<file path="src/rtl/muldiv_unit.sv">
// muldiv_unit: multi-cycle M-extension execution unit for the EX stage.
//
// Accepts the R-type ALUControl codes 10000-10111 with both operands and
// returns one registered result plus its destination register tag. Multiplies
// complete after MUL_CYCLES cycles. Divides use a restoring radix-2 loop that
// produces one quotient bit per cycle for XLEN cycles.
//
// Optional build macro: MULDIV_EARLY_OUT_EN
//   defined   - a zero divisor or signed overflow is resolved at accept, and
//               done follows one cycle later.
//   undefined - these cases run the full divide loop. The results are the same.
//
// Ports:
//   clk          clock; all state changes on the rising edge
//   rst          synchronous active-high reset
//   start        issue request
//   alu_control  5-bit ALUControl code; bit 4 marks an M-extension op
//   src_a        rs1 operand (multiplicand / dividend)
//   src_b        rs2 operand (multiplier / divisor)
//   rd_in        destination register tag
//   flush        kills any in-flight op
//   stall        combinational hold for the upstream pipeline
//   done         one-cycle pulse; result and rd_out are valid
//   result       registered result, held until the next done
//   rd_out       tag captured at accept, held with result
module muldiv_unit #(
  parameter int XLEN       = 32,
  parameter int MUL_CYCLES = 2
) (
  input  logic            clk,
  input  logic            rst,
  input  logic            start,
  input  logic [4:0]      alu_control,
  input  logic [XLEN-1:0] src_a,
  input  logic [XLEN-1:0] src_b,
  input  logic [4:0]      rd_in,
  input  logic            flush,
  output logic            stall,
  output logic            done,
  output logic [XLEN-1:0] result,
  output logic [4:0]      rd_out
);

  // state  | meaning
  // IDLE   | waiting for start with an M-extension code
  // MUL    | multiply in flight, counter times the latency
  // DIV    | restoring divide, one quotient bit per cycle
  // DONE   | result/rd_out just loaded, done pulse high
  localparam logic [1:0] S_IDLE = 2'd0;
  localparam logic [1:0] S_MUL  = 2'd1;
  localparam logic [1:0] S_DIV  = 2'd2;
  localparam logic [1:0] S_DONE = 2'd3;

  localparam int CNT_MAX = (XLEN > MUL_CYCLES) ? XLEN : MUL_CYCLES;
  localparam int CW      = $clog2(CNT_MAX + 1);
  localparam logic [CW-1:0] CNT_ONE = CW'(1);

  logic [1:0]      state_q, state_d;
  logic [CW-1:0]   cnt_q, cnt_d;
  logic [1:0]      op_q, op_d;
  logic [4:0]      tag_q, tag_d;
  // a_q holds the multiplicand, or the dividend shifting out while quotient bits shift in.
  // b_q holds the multiplier, or the divisor magnitude.
  logic [XLEN-1:0] a_q, a_d;
  logic [XLEN-1:0] b_q, b_d;
  logic [XLEN-1:0] rem_q, rem_d;
  logic            neg_quo_q, neg_quo_d;
  logic            neg_rem_q, neg_rem_d;
  logic [XLEN-1:0] result_q, result_d;
  logic [4:0]      rd_out_q, rd_out_d;

  logic            idle;
  logic            accept;
  logic            unused_code_bit;

  assign idle            = (state_q == S_IDLE);
  assign accept          = idle & start & alu_control[4] & ~flush;
  assign unused_code_bit = alu_control[3];

  assign stall  = (state_q == S_MUL) | (state_q == S_DIV) | accept;
  assign done   = (state_q == S_DONE);
  assign result = result_q;
  assign rd_out = rd_out_q;

  // One shared multiplier. In IDLE it sees the live inputs so that
  // MUL_CYCLES == 1 can finish straight from accept.
  logic [1:0]        mul_op;
  logic [XLEN-1:0]   mul_a, mul_b;
  logic [2*XLEN-1:0] mul_a_ext, mul_b_ext, mul_prod;
  logic [XLEN-1:0]   mul_res;

  always_comb begin
    mul_op    = idle ? alu_control[1:0] : op_q;
    mul_a     = idle ? src_a : a_q;
    mul_b     = idle ? src_b : b_q;
    // MULH and MULHSU treat src_a as signed. Only MULH treats src_b as signed.
    mul_a_ext = (mul_op[0]) ? {{XLEN{mul_a[XLEN-1]}}, mul_a} : {{XLEN{1'b0}}, mul_a};
    mul_b_ext = (mul_op == 2'b01) ? {{XLEN{mul_b[XLEN-1]}}, mul_b} : {{XLEN{1'b0}}, mul_b};
    mul_prod  = mul_a_ext * mul_b_ext;
    mul_res   = (mul_op == 2'b00) ? mul_prod[XLEN-1:0] : mul_prod[2*XLEN-1:XLEN];
  end

  // A single restoring step. The result is only taken after the last step.
  logic [XLEN:0]   div_shift;
  logic            div_ge;
  logic [XLEN-1:0] quo_nxt, rem_nxt, quo_fix, rem_fix, div_res;

  always_comb begin
    div_shift = {rem_q, a_q[XLEN-1]};
    div_ge    = (div_shift >= {1'b0, b_q});
    rem_nxt   = div_ge ? XLEN'(div_shift - {1'b0, b_q}) : div_shift[XLEN-1:0];
    quo_nxt   = {a_q[XLEN-2:0], div_ge};
    quo_fix   = neg_quo_q ? -quo_nxt : quo_nxt;
    rem_fix   = neg_rem_q ? -rem_nxt : rem_nxt;
    div_res   = op_q[1] ? rem_fix : quo_fix;
  end

  // Decode at accept. A zero divisor already yields an all-ones quotient and
  // a remainder equal to the dividend. Only the quotient sign fix must be suppressed.
  logic            div_signed_in;
  logic            a_neg_in, b_neg_in, div_zero_in;
  logic [XLEN-1:0] a_mag_in, b_mag_in;

  always_comb begin
    div_signed_in = ~alu_control[0];
    a_neg_in      = div_signed_in & src_a[XLEN-1];
    b_neg_in      = div_signed_in & src_b[XLEN-1];
    div_zero_in   = (src_b == '0);
    a_mag_in      = a_neg_in ? -src_a : src_a;
    b_mag_in      = b_neg_in ? -src_b : src_b;
  end

`ifdef MULDIV_EARLY_OUT_EN
  logic            div_ovf_in;
  logic            early_out;
  logic [XLEN-1:0] early_res;

  always_comb begin
    div_ovf_in = div_signed_in & (src_a == {1'b1, {(XLEN-1){1'b0}}}) & (src_b == '1);
    early_out  = div_zero_in | div_ovf_in;
    if (div_zero_in) begin
      early_res = alu_control[1] ? src_a : '1;
    end else begin
      early_res = alu_control[1] ? '0 : src_a;
    end
  end
`endif

  always_comb begin
    state_d   = state_q;
    cnt_d     = cnt_q;
    op_d      = op_q;
    tag_d     = tag_q;
    a_d       = a_q;
    b_d       = b_q;
    rem_d     = rem_q;
    neg_quo_d = neg_quo_q;
    neg_rem_d = neg_rem_q;
    result_d  = result_q;
    rd_out_d  = rd_out_q;

    case (state_q)
      S_IDLE: begin
        if (accept) begin
          op_d  = alu_control[1:0];
          tag_d = rd_in;
          if (!alu_control[2]) begin
            a_d = src_a;
            b_d = src_b;
            if (MUL_CYCLES == 1) begin
              state_d  = S_DONE;
              result_d = mul_res;
              rd_out_d = rd_in;
            end else begin
              state_d = S_MUL;
              cnt_d   = CW'(MUL_CYCLES - 1);
            end
          end else begin
            a_d       = a_mag_in;
            b_d       = b_mag_in;
            rem_d     = '0;
            neg_quo_d = (a_neg_in ^ b_neg_in) & ~div_zero_in;
            neg_rem_d = a_neg_in;
            state_d   = S_DIV;
            cnt_d     = CW'(XLEN);
`ifdef MULDIV_EARLY_OUT_EN
            if (early_out) begin
              state_d  = S_DONE;
              cnt_d    = '0;
              result_d = early_res;
              rd_out_d = rd_in;
            end
`endif
          end
        end
      end
      S_MUL: begin
        if (cnt_q == CNT_ONE) begin
          state_d  = S_DONE;
          cnt_d    = '0;
          result_d = mul_res;
          rd_out_d = tag_q;
        end else begin
          cnt_d = cnt_q - CNT_ONE;
        end
      end
      S_DIV: begin
        a_d   = quo_nxt;
        rem_d = rem_nxt;
        if (cnt_q == CNT_ONE) begin
          state_d  = S_DONE;
          cnt_d    = '0;
          result_d = div_res;
          rd_out_d = tag_q;
        end else begin
          cnt_d = cnt_q - CNT_ONE;
        end
      end
      default: begin
        state_d = S_IDLE;
      end
    endcase

    // Flush cancels whatever was decided above, including a pending result load.
    if (flush) begin
      state_d  = S_IDLE;
      cnt_d    = '0;
      result_d = result_q;
      rd_out_d = rd_out_q;
    end
  end

  always_ff @(posedge clk) begin
    if (rst) begin
      state_q   <= S_IDLE;
      cnt_q     <= '0;
      op_q      <= '0;
      tag_q     <= '0;
      a_q       <= '0;
      b_q       <= '0;
      rem_q     <= '0;
      neg_quo_q <= 1'b0;
      neg_rem_q <= 1'b0;
      result_q  <= '0;
      rd_out_q  <= '0;
    end else begin
      state_q   <= state_d;
      cnt_q     <= cnt_d;
      op_q      <= op_d;
      tag_q     <= tag_d;
      a_q       <= a_d;
      b_q       <= b_d;
      rem_q     <= rem_d;
      neg_quo_q <= neg_quo_d;
      neg_rem_q <= neg_rem_d;
      result_q  <= result_d;
      rd_out_q  <= rd_out_d;
    end
  end

endmodule

</file>
<file path="config.mk">
export PLATFORM = sky130hd
export DESIGN_NAME = muldiv_unit
export DESIGN_NICKNAME = d
export VERILOG_FILES = /design/src/rtl/muldiv_unit.sv
export SDC_FILE = /design/constraint.sdc
export NUM_CORES = 2
export LEC_CHECK = 0
export CAP_MARGIN = 20
export CORE_MARGIN = 5
export CORE_UTILIZATION = 45
export DETAILED_ROUTE_END_ITERATION = 7
export GPL_TIMING_DRIVEN = 1
export PLACE_DENSITY = 0.62
export SETUP_SLACK_MARGIN = 0.2
export SKIP_LAST_GASP = 1
export SLEW_MARGIN = 20
export SYNTH_ARGS = -nofsm -noshare
export SYNTH_HDL_FRONTEND = slang
export SYNTH_SLANG_ARGS = --single-unit
</file>
<file path="constraint.sdc">
create_clock -name clk -period 26.9 [get_ports clk]
set_input_delay 5.38 -clock clk [delete_from_list [all_inputs] [get_ports clk]]
set_output_delay 5.38 -clock clk [all_outputs]
set_load 0.005 [all_outputs]
</file>
==> impl_metrics.env <==
export IMPL_outcome="finished clean"
export IMPL_core_area_sq_um=131100
export IMPL_ctsHoldBuffers=0
export IMPL_fin_setup_tns_ns=0
export IMPL_synth_edf_count=0
export IMPL_avgSynthCellArea_sq_um=8.563
export IMPL_ios=117
export IMPL_synthCells=6919
export IMPL_setup_viol=0
export IMPL_area_growth_pct=6.848
export IMPL_clock_sinks=150
export IMPL_ant_nets=0
export IMPL_synthFlopType="dfxtp_1"
export IMPL_dp_cells=8588
export IMPL_clock_path_buffers=2
export IMPL_ys_types=92
export IMPL_die_w_microns=372.9
export IMPL_numCtsBuffers=17
export IMPL_dieArea_sq_um=139000
export IMPL_cts_resized=0
export IMPL_final_hold_violation_count=0
export IMPL_wl_per_cell_microns=24.14
export IMPL_grt_pass1_wl_microns=316600
export IMPL_min_period_ns=16.15
export IMPL_worst_slew_pin_slew_ns=1.192
export IMPL_grt_usage_pct=30.20
export IMPL_place_ws_ns=10.40
export IMPL_post_cts_setup_buffer_count=0
export IMPL_fin_nets=8701
export IMPL_maxCapViolCount=0
export IMPL_drtIter0Drc=4315
export IMPL_grt_antenna_before_repair=6
export IMPL_gp_congestion=0.9440
export IMPL_insertion_delay_ns=0.49
export IMPL_crit_family="adder cells"
export IMPL_grt_max_degree=85
export IMPL_vias_per_cell=5.597
export IMPL_drv_slew=0
export IMPL_netlist_area_sq_um=59250
export IMPL_die_h_microns=372.9
export IMPL_cts_max_level=4
export IMPL_rows=133
export IMPL_drive_above_1_share_pct=4.268
export IMPL_crit_top_cell="fa_1"
export IMPL_fmax_mhz=61.93
export IMPL_place_hpwl_microns=175300
export IMPL_portBuffers=115
export IMPL_routed_wl_microns=208300
export IMPL_final_cells=8629
export IMPL_end_kind="register"
export IMPL_min_path_type="register to register"
export IMPL_synth_nets=8768
export IMPL_first_pass_iters=6
export IMPL_drc_errors=0
export IMPL_worstPathArrival_ns=16.47
export IMPL_required_ns=27.22
export IMPL_finClkSkew_ns=0.02393
export IMPL_holdWs_ns=0.4581
export IMPL_grt_overflow_total=0
export IMPL_slew_headroom_pct=20.04
export IMPL_rsz0062_at_grt="no"
export IMPL_initial_utilization_pct=45.18
export IMPL_tritoncts="yes"
export IMPL_cts_root_buffer="clkbuf_16"
export IMPL_fin_crit_sh_pct=60.03
export IMPL_start_kind="input port"
export IMPL_cp_num_buf_inv=7
export IMPL_critPathSlowestCell="fa_1"
export IMPL_grt_pass1_vias=50380
export IMPL_finalWorstSetupSlack_ns=10.75
export IMPL_yosysSeqAreaShare_pct=5.068
export IMPL_path_clk_slew_ns=0.07
export IMPL_synth_seq_cells=150
export IMPL_async_flop_share_pct=0
export IMPL_crit_path_max_incr_delay_ns=0.99
export IMPL_cp_max_fo=17
export IMPL_synth_warnings=0
export IMPL_n_fill_cell=12890
export IMPL_via_count=48300
export IMPL_criticalPathCategory="input port to register"
==> cells by family after synthesis <==
| logic type | count (synthesis) | share of synthesized area, % |
|---|---|---|
| mux | 90 | 1.599 |
| compound gates | 783 | 8.392 |
| simple gates | 1948 | 13.59 |
| xor+xnor | 245 | 3.622 |
| buf+inv | 1932 | 12.29 |
| fa+ha+maj | 1771 | 55.44 |
| flops | 150 | 5.068 |
==> metal layers <==
layer  GRT usage (%)  vias to the layer above  part of all wire (%)
met5               0                        -                 0.011
met4           11.20                        4                   4.7
met3           6.623                      440                   9.7
met2           48.58                     2294                    46
met1           40.31                    24910                    40
li1                -                    20650                     -
==> state kept, by name, indices dropped and copies added, names as in the netlist <==
register	flops
a_q	32
b_q	32
rem_q	32
result	32
cnt_q	6
rd_out	5
tag_q	5
op_q	2
state_q	2
neg_quo_q	1
neg_rem_q	1
==> per-stage QoR <==
step	instance area [sq um]	util (%)
after global placement	62640	47.77
after CTS	63260	48.24
after floorplan	59250	-
final	63310	48.28
after detailed placement	62640	47.77
after global routing	63290	48.26
==> final timing paths <==
kind / to / depth (start not counted) / slack [ns] / from
worst max-delay path: result[27] / 33 / 10.75 / src_a[31]
worst min-delay path: result[14] / 2 / 0.46 / result[14]
worst max register to register: result[27] / 35 / 14.62 / state_q[1]
worst min register to register: result[14] / 2 / 0.46 / result[14]
==> cells in the final DEF, fill, tap and decap left out, types with 11 or more instances in the layout <==
cell / instances
inv_1: 1611
fa_1: 1424
nand2_1: 882
nor2_1: 760
ha_1: 344
a21oi_1: 235
xnor2_1: 156
dfxtp_1: 149
o21ai_0: 148
buf_4: 117
clkdlybuf4s50_1: 114
xor2_1: 89
a211oi_1: 51
nand3_1: 49
nor3_1: 44
a21o_1: 41
mux2_2: 36
nand4_1: 32
mux2i_1: 31
and2_1: 31
a22oi_1: 31
or3_1: 30
o211ai_1: 27
a31oi_1: 23
o21ai_2: 19
o31ai_1: 19
o21a_1: 18
mux2i_2: 18
o21bai_1: 18
nor4_1: 18
nor2b_1: 17
clkbuf_16: 17
a21boi_2: 16
o41ai_1: 15
nand2b_1: 14
o21ai_1: 13
and3_1: 13
or2_2: 11
==> cells in the mapped netlist, types with 30 or more instances <==
master	n	area [sq um]
nor3_1	45	225.2
a21o_1	41	307.8
fa_1	1424	28510
a211oi_1	51	382.9
nand2_1	883	3314
o21ai_0	160	800.8
mux2i_1	53	530.5
ha_1	347	4342
nand3_1	49	245.2
clkbuf_1	283	1062
a22oi_1	31	232.7
nor2_1	762	2860
or3_1	30	187.7
xor2_1	89	779.5
nand4_1	32	200.2
xnor2_1	156	1366
dfxtp_1	150	3003
mux2_2	35	394.1
and2_1	31	193.9
a21oi_1	236	1181
inv_1	1611	6047
==> worst register-to-register path: cells and delay by family, from the launching register on <==
kind | cells | cell delay, ns
adder cells (fa/ha/maj) | 12 | 6.56
AND/OR/NAND/NOR | 8 | 1.48
buffers and inverters | 9 | 2.11
AO/OA/AOI/OAI | 5 | 1.42
XOR/XNOR | 1 | 0.15
flip-flops | 1 | 0.42
==> final cells by class <==
| cell class | instances | area (sq um) | share of cell area [%] |
|---|---|---|---|
| clock inverters | 15 | 197.7 | 0.3123 |
| diodes | 9 | 22.52 | 0.03557 |
| clock buffers | 17 | 425.4 | 0.6720 |
| well taps | 1755 | 2196 | 3.469 |
| repair buffers | 231 | 2019 | 3.190 |
| multi-input cells | 4837 | 49380 | 78.00 |
| flip-flops and latches | 150 | 3004 | 4.745 |
| inverters | 1615 | 6062 | 9.575 |
Power is left out: the tool's default activity adds up to more than one toggle a clock period on the data nets, which glitch-free logic cannot reach.
